**config.mk**
```make
export PLATFORM = sky130hd
export DESIGN_NAME = ru_writeback_unit_flat
export DESIGN_NICKNAME = d
export VERILOG_FILES = /design/src/rtl/ru_writeback_if.sv /design/src/rtl/ru_writeback_unit.sv /design/src/flat_wrapper.sv
export SDC_FILE = /design/constraint.sdc
export NUM_CORES = 1
export LEC_CHECK = 0
export BUFFER_PORTS_ARGS = -buffer_cell sky130_fd_sc_hd__buf_2
export CAP_MARGIN = 20
export CORE_AREA = 2 2 101 103
export CTS_BUF_LIST = sky130_fd_sc_hd__clkbuf_4
export CTS_CLUSTER_SIZE = 30
export DETAILED_ROUTE_END_ITERATION = 10
export DIE_AREA = 0 0 103 105
export PLACE_DENSITY = 0.78
export SYNTH_ARGS = -nofsm -noshare
export SYNTH_HDL_FRONTEND = slang
export SYNTH_SLANG_ARGS = --single-unit
```
**constraint.sdc**
```tcl
create_clock -name clk -period 4.07 [get_ports clk]
set_input_delay 0.814 -clock clk [delete_from_list [all_inputs] [get_ports clk]]
set_output_delay 0.814 -clock clk [all_outputs]
set_load 0.005 [all_outputs]
```
**src/rtl/ru_writeback_if.sv**
```systemverilog
// Write-back request, memory response and RU write-port bundle.
interface ru_writeback_if #(
  parameter int unsigned XLEN       = 32,
  parameter int unsigned REG_ADDR_W = 5
);
  localparam int unsigned OFF_W = $clog2(XLEN / 8);

  logic                  in_valid;
  logic                  in_ready;
  logic [1:0]            in_sel;
  logic                  in_we;
  logic [REG_ADDR_W-1:0] in_rd;
  logic [2:0]            in_funct3;
  logic [OFF_W-1:0]      in_byte_off;
  logic [XLEN-1:0]       alu_result;
  logic [XLEN-1:0]       adder_result;
  logic [XLEN-1:0]       imm_ext;
  logic                  mem_rsp_valid;
  logic [XLEN-1:0]       mem_rsp_data;
  logic                  ru_wr_en;
  logic [REG_ADDR_W-1:0] ru_rd;
  logic [XLEN-1:0]       ru_wrdata;
  logic                  busy;

  modport master (
    output in_valid, in_sel, in_we, in_rd, in_funct3, in_byte_off,
           alu_result, adder_result, imm_ext, mem_rsp_valid, mem_rsp_data,
    input  in_ready, ru_wr_en, ru_rd, ru_wrdata, busy
  );

  modport slave (
    input  in_valid, in_sel, in_we, in_rd, in_funct3, in_byte_off,
           alu_result, adder_result, imm_ext, mem_rsp_valid, mem_rsp_data,
    output in_ready, ru_wr_en, ru_rd, ru_wrdata, busy
  );
endinterface

```
**src/rtl/ru_writeback_unit.sv**
```systemverilog
// Registered write-back stage: source mux, load formatting, memory-wait FSM.
module ru_writeback_unit #(
  parameter int unsigned XLEN       = 32,
  parameter int unsigned REG_ADDR_W = 5
) (
  input logic          clk,
  input logic          rst_n,
  ru_writeback_if.slave wb
);
  localparam int unsigned OFF_W = $clog2(XLEN / 8);

  localparam logic [1:0] SEL_ALU  = 2'b00;
  localparam logic [1:0] SEL_LOAD = 2'b01;
  localparam logic [1:0] SEL_PC4  = 2'b10;

  typedef enum logic {IDLE, WAIT_MEM} state_t;

  state_t                state_q, state_d;
  logic                  wr_en_q, wr_en_d;
  logic [REG_ADDR_W-1:0] rd_q, rd_d;
  logic [XLEN-1:0]       wrdata_q, wrdata_d;
  logic                  p_we_q, p_we_d;
  logic [REG_ADDR_W-1:0] p_rd_q, p_rd_d;
  logic [2:0]            p_f3_q, p_f3_d;
  logic [OFF_W-1:0]      p_off_q, p_off_d;

  // Extract byte/half/word at the given offset and extend per funct3.
  function automatic logic [XLEN-1:0] format_load(input logic [XLEN-1:0]  data,
                                                  input logic [2:0]       f3,
                                                  input logic [OFF_W-1:0] off);
    logic [OFF_W-1:0] off_h;
    logic [OFF_W-1:0] off_w;
    logic [7:0]       b8;
    logic [15:0]      h16;
    logic [31:0]      w32;
    off_h = off & ~OFF_W'(1);
    off_w = off & ~OFF_W'(3);
    b8    = 8'(data >> {off, 3'b000});
    h16   = 16'(data >> {off_h, 3'b000});
    w32   = 32'(data >> {off_w, 3'b000});
    case (f3)
      3'b000:  format_load = XLEN'($signed(b8));
      3'b100:  format_load = XLEN'(b8);
      3'b001:  format_load = XLEN'($signed(h16));
      3'b101:  format_load = XLEN'(h16);
      3'b010:  format_load = XLEN'($signed(w32));
      3'b110:  format_load = (XLEN == 64) ? XLEN'(w32) : data;
      default: format_load = data;
    endcase
  endfunction

  // Ready and busy decode directly from the state register.
  assign wb.in_ready  = (state_q == IDLE);
  assign wb.busy      = (state_q == WAIT_MEM);
  assign wb.ru_wr_en  = wr_en_q;
  assign wb.ru_rd     = rd_q;
  assign wb.ru_wrdata = wrdata_q;

  // State, output and pending-load registers.
  always_ff @(posedge clk) begin
    if (!rst_n) begin
      state_q  <= IDLE;
      wr_en_q  <= 1'b0;
      rd_q     <= '0;
      wrdata_q <= '0;
      p_we_q   <= 1'b0;
      p_rd_q   <= '0;
      p_f3_q   <= '0;
      p_off_q  <= '0;
    end else begin
      state_q  <= state_d;
      wr_en_q  <= wr_en_d;
      rd_q     <= rd_d;
      wrdata_q <= wrdata_d;
      p_we_q   <= p_we_d;
      p_rd_q   <= p_rd_d;
      p_f3_q   <= p_f3_d;
      p_off_q  <= p_off_d;
    end
  end

  // Next-state and next-output logic; outputs hold unless a request completes.
  always_comb begin
    state_d  = state_q;
    wr_en_d  = 1'b0;
    rd_d     = rd_q;
    wrdata_d = wrdata_q;
    p_we_d   = p_we_q;
    p_rd_d   = p_rd_q;
    p_f3_d   = p_f3_q;
    p_off_d  = p_off_q;
    case (state_q)
      IDLE: begin
        if (wb.in_valid) begin
          if (wb.in_sel != SEL_LOAD) begin
            rd_d    = wb.in_rd;
            wr_en_d = wb.in_we && (wb.in_rd != '0);
            case (wb.in_sel)
              SEL_ALU: wrdata_d = wb.alu_result;
              SEL_PC4: wrdata_d = wb.adder_result;
              default: wrdata_d = wb.imm_ext;
            endcase
          end else if (wb.mem_rsp_valid) begin
            rd_d     = wb.in_rd;
            wr_en_d  = wb.in_we && (wb.in_rd != '0);
            wrdata_d = format_load(wb.mem_rsp_data, wb.in_funct3, wb.in_byte_off);
          end else begin
            p_we_d  = wb.in_we;
            p_rd_d  = wb.in_rd;
            p_f3_d  = wb.in_funct3;
            p_off_d = wb.in_byte_off;
            state_d = WAIT_MEM;
          end
        end
      end
      WAIT_MEM: begin
        if (wb.mem_rsp_valid) begin
          rd_d     = p_rd_q;
          wr_en_d  = p_we_q && (p_rd_q != '0);
          wrdata_d = format_load(wb.mem_rsp_data, p_f3_q, p_off_q);
          state_d  = IDLE;
        end
      end
      default: state_d = IDLE;
    endcase
  end
endmodule

```
**src/flat_wrapper.sv**
```systemverilog
// flat-port wrapper written by rule: the top's interface ports become plain ports
module ru_writeback_unit_flat 
#(
  parameter int unsigned XLEN       = 32,
  parameter int unsigned REG_ADDR_W = 5
)
  (clk, rst_n, wb_in_valid, wb_in_sel, wb_in_we, wb_in_rd, wb_in_funct3, wb_in_byte_off, wb_alu_result, wb_adder_result, wb_imm_ext, wb_mem_rsp_valid, wb_mem_rsp_data, wb_in_ready, wb_ru_wr_en, wb_ru_rd, wb_ru_wrdata, wb_busy);
  ru_writeback_if #(.XLEN(XLEN), .REG_ADDR_W(REG_ADDR_W)) wb_i ();
  input logic clk;
  input logic rst_n;
  input wire logic [$bits(wb_i.in_valid)-1:0] wb_in_valid;
  input wire logic [$bits(wb_i.in_sel)-1:0] wb_in_sel;
  input wire logic [$bits(wb_i.in_we)-1:0] wb_in_we;
  input wire logic [$bits(wb_i.in_rd)-1:0] wb_in_rd;
  input wire logic [$bits(wb_i.in_funct3)-1:0] wb_in_funct3;
  input wire logic [$bits(wb_i.in_byte_off)-1:0] wb_in_byte_off;
  input wire logic [$bits(wb_i.alu_result)-1:0] wb_alu_result;
  input wire logic [$bits(wb_i.adder_result)-1:0] wb_adder_result;
  input wire logic [$bits(wb_i.imm_ext)-1:0] wb_imm_ext;
  input wire logic [$bits(wb_i.mem_rsp_valid)-1:0] wb_mem_rsp_valid;
  input wire logic [$bits(wb_i.mem_rsp_data)-1:0] wb_mem_rsp_data;
  output wire logic [$bits(wb_i.in_ready)-1:0] wb_in_ready;
  output wire logic [$bits(wb_i.ru_wr_en)-1:0] wb_ru_wr_en;
  output wire logic [$bits(wb_i.ru_rd)-1:0] wb_ru_rd;
  output wire logic [$bits(wb_i.ru_wrdata)-1:0] wb_ru_wrdata;
  output wire logic [$bits(wb_i.busy)-1:0] wb_busy;
  assign wb_i.in_valid = wb_in_valid;
  assign wb_i.in_sel = wb_in_sel;
  assign wb_i.in_we = wb_in_we;
  assign wb_i.in_rd = wb_in_rd;
  assign wb_i.in_funct3 = wb_in_funct3;
  assign wb_i.in_byte_off = wb_in_byte_off;
  assign wb_i.alu_result = wb_alu_result;
  assign wb_i.adder_result = wb_adder_result;
  assign wb_i.imm_ext = wb_imm_ext;
  assign wb_i.mem_rsp_valid = wb_mem_rsp_valid;
  assign wb_i.mem_rsp_data = wb_mem_rsp_data;
  assign wb_in_ready = wb_i.in_ready;
  assign wb_ru_wr_en = wb_i.ru_wr_en;
  assign wb_ru_rd = wb_i.ru_rd;
  assign wb_ru_wrdata = wb_i.ru_wrdata;
  assign wb_busy = wb_i.busy;
  ru_writeback_unit #(.XLEN(XLEN), .REG_ADDR_W(REG_ADDR_W)) u_core (.clk(clk), .rst_n(rst_n), .wb(wb_i));
endmodule
```
==> run summary <==
status -> completed
clock tree skew after final layout -> 0.0225 ns
Worst EP required -> 4.30 ns
transition time of the tightest slew-check pin -> 0.978 ns
critical path cell sequence -> mux2i_1 -> o22ai_4 -> or3_4 -> o21ai_2 -> a211oi_1
half-perimeter wire length of the detailed placement result -> 12400 um
Max Fclk -> 352 MHz
count of buffers from port buffering -> 184
Worst R2R Setup Slack -> 1.23 ns
area overhead of the layout relative to synthesis -> 24.1%
synthesized net count -> 663
effective utilization at floorplan -> 44.1%
number of rows in the core area -> 36
crit share post-route -> 69.9%
post-route antenna net violation count -> 0
hold buffer count at cts -> 0
fraction of layout instances using a drive strength above 1 -> 37.2%
Tot Pwr -> 1.24 mW
count of buffers added by post-CTS timing repair for setup -> 0
Synth Instances -> 518
first-pass GRT wire length -> 24700 um
pin count of the biggest net entering global routing -> 41
overall die area -> 0.0108 mm2
area of the mapped netlist -> 0.00426 mm2
count of boundary I/O pins -> 185
Crit path largest cell delay -> 0.84 ns
crit end category -> flip-flop
commonest cells in the netlist -> nand2_1, dfxtp_1, nor2_1, mux2i_1, a21oi_1
Core Region -> 0.00964 mm2
primary flip-flop cell chosen by synthesis mapping -> dfxtp_1
Iteration-0 DRC Markers -> 342
max-cap viol count -> 0
Min Hold Slack -> 0.498 ns
warning count from the yosys run -> 0
total setup violations reported at the end of the flow -> 0
clk buf depth -> 2
worst rel slew slack -> 34.6%
final estimated routing congestion in global placement -> 0.968
number of vias in the routed layout -> 4960
Diodes inserted -> 0
number of global-route vias before repair -> 4820
unrepaired setup endpoints after global routing -> false
biggest area contributors in the synthesized netlist -> dfxtp_1, mux4_2, mux2i_1, nand2_1, a21oi_1
WP buf/inv -> 0
cell with the most instances after synthesis -> nand2_1
number of instances resized during post-cts repair -> 0
All-Layer GR Usage -> 29.1%
number of distinct library cell variants in the gate-level netlist after synthesis -> 59
final-stage net count -> 818
number of cell instances on the worst register-to-register path -> 5
die span in x -> 103 um
final hold violation count -> 0
wirelength, routed -> 16300 um
leakage power figure -> 2.27 nW
Slowest-stage cell, CP -> dfxtp_1
largest area contributor in the netlist -> dfxtp_1
maximum vdd ir drop -> 0.124 mV
number of synthesized flops with an enable pin -> 0
summed negative setup slack over all endpoints -> 0 ns
Cell Pwr Density -> 234 mW/mm2
TritonCTS clock tree -> done
worst-path fanout max -> 17
Finished Core Util -> 54.8%
CTS H-tree lvls -> 2
Clock Tree Root -> clkbuf_4
via density per instance -> 6.15
DRC viols -> 0
TritonRoute pass-1 iters -> 7
average wire per cell in the routed design -> 20.2 um
number of antenna violations at the first check in global routing -> 0
worst slack at placement -> 0.855 ns
critical setup path kind -> flip-flop to flip-flop
number of clock buffers inserted by TritonCTS -> 5
vertical extent of the die -> 105 um
clock period minus worst slack -> 2.84 ns
area fraction of the dominant cell type after synthesis -> 23.5%
Reg clk slew, reported paths -> 0.17 ns
synthesized area per cell -> 8.21 um2
clk_lat worst skew -> 0.38 ns
share of synthesized registers carrying an async set or reset -> 0%
clock sink count -> 50
Hold Path Depth -> 2
total global routing overflow -> 0
Final Worst Setup Slack -> 1.23 ns
sequential area share after synthesis -> 23.5%
number of synthesized register bits -> 50
Largest delay share family, worst path -> compound AO/OA/AOI/OAI gates
Critical Path Start Type -> flip-flop
Critical Path Stages -> 5
final number of max-transition violations -> 0
CP Data Arrival Time -> 3.07 ns
class of the tightest hold or removal check -> flip-flop to flip-flop
[area by class of cell]
type / count / area [um2]
clock buffers: 5 / 37.5
clock inverters: 3 / 16.3
fillers: 968 / 4360
repair buffers: 196 / 1010
inverters: 14 / 52.6
flip-flops and latches: 50 / 1000
well taps: 133 / 166
multi-input cells: 406 / 3000
[per-layer routing]
| layer | share of wire (%) | track usage [%] | up-vias |
|---|---|---|---|
| met1 | 41 | 37.0 | 2366 |
| met4 | 2.6 | 9.21 | 0 |
| met2 | 48 | 49.0 | 247 |
| li1 | - | - | 2310 |
| met5 | 0 | 0 | - |
| met3 | 8.5 | 5.48 | 37 |
[logic make-up (layout without fill, tap and decap cells)]
family,after synthesis,in the layout,share of synthesized area [%]
AOI/OAI and AO/OA,194,194,34.7
buffers and inverters,62,218,6.35
DFF,50,50,23.5
muxes,57,57,18.4
and+or+nand+nor,155,155,17.1
[sequential cells by signal, indices dropped and copies added, names as in the netlist]
signal               cells
u_core.p_f3_q            3
u_core.p_off_q           2
u_core.p_rd_q            5
u_core.p_we_q            1
u_core.wb.busy           1
u_core.wb.ru_rd          5
u_core.wb.ru_wr_en       1
u_core.wb.ru_wrdata     32
[tightest hold or removal path, stage by stage, from the launching register on]
cell     delay (ns)
dfxtp_1        0.34
inv_1          0.05
o22ai_1        0.07
[power by group]
| group | leakage, nW | switching [mW] | internal, mW | total (mW) |
|---|---|---|---|---|
| combinational | 1.83 | 0.243 | 0.208 | 0.451 |
| clock | 0.0303 | 0.170 | 0.0652 | 0.235 |
| sequential | 0.412 | 0.0230 | 0.527 | 0.550 |
| total | 2.27 | 0.436 | 0.800 | 1.24 |
[stage by stage]
stage | std cells | area, um2
3_3_place_gp | 799 | 5230
3_5_place_dp | 799 | 5230
4_1_cts | 807 | 5280
5_1_grt | 807 | 5280
2_1_floorplan | 518 | 4260
6_report | 807 | 5280
[layout by cell type (no fill, tap or decap), drive strengths merged, types with 9 or more instances in the layout]
| cell | count |
|---|---|
| o211ai | 9 |
| o22ai | 25 |
| dfxtp | 50 |
| a21oi | 32 |
| a211oi | 30 |
| nor2 | 40 |
| a31oi | 10 |
| nand2b | 10 |
| o21ai | 23 |
| a221o | 10 |
| nand2 | 67 |
| inv | 13 |
| nor2b | 11 |
| o21bai | 11 |
| mux4 | 16 |
| buf | 196 |
| mux2i | 34 |
[path summary, 6_finish.rpt]
path                                  startpoint                              endpoint
min reg2reg  u_core.wb.ru_wrdata[7]$_SDFFE_PN0P_   u_core.wb.ru_wrdata[7]$_SDFFE_PN0P_
max               u_core.p_off_q[1]$_SDFFE_PN0P_  u_core.wb.ru_wrdata[19]$_SDFFE_PN0P_
max reg2reg       u_core.p_off_q[1]$_SDFFE_PN0P_  u_core.wb.ru_wrdata[19]$_SDFFE_PN0P_
min          u_core.wb.ru_wrdata[7]$_SDFFE_PN0P_   u_core.wb.ru_wrdata[7]$_SDFFE_PN0P_
Note: power is estimated with default switching activity, not from simulation.
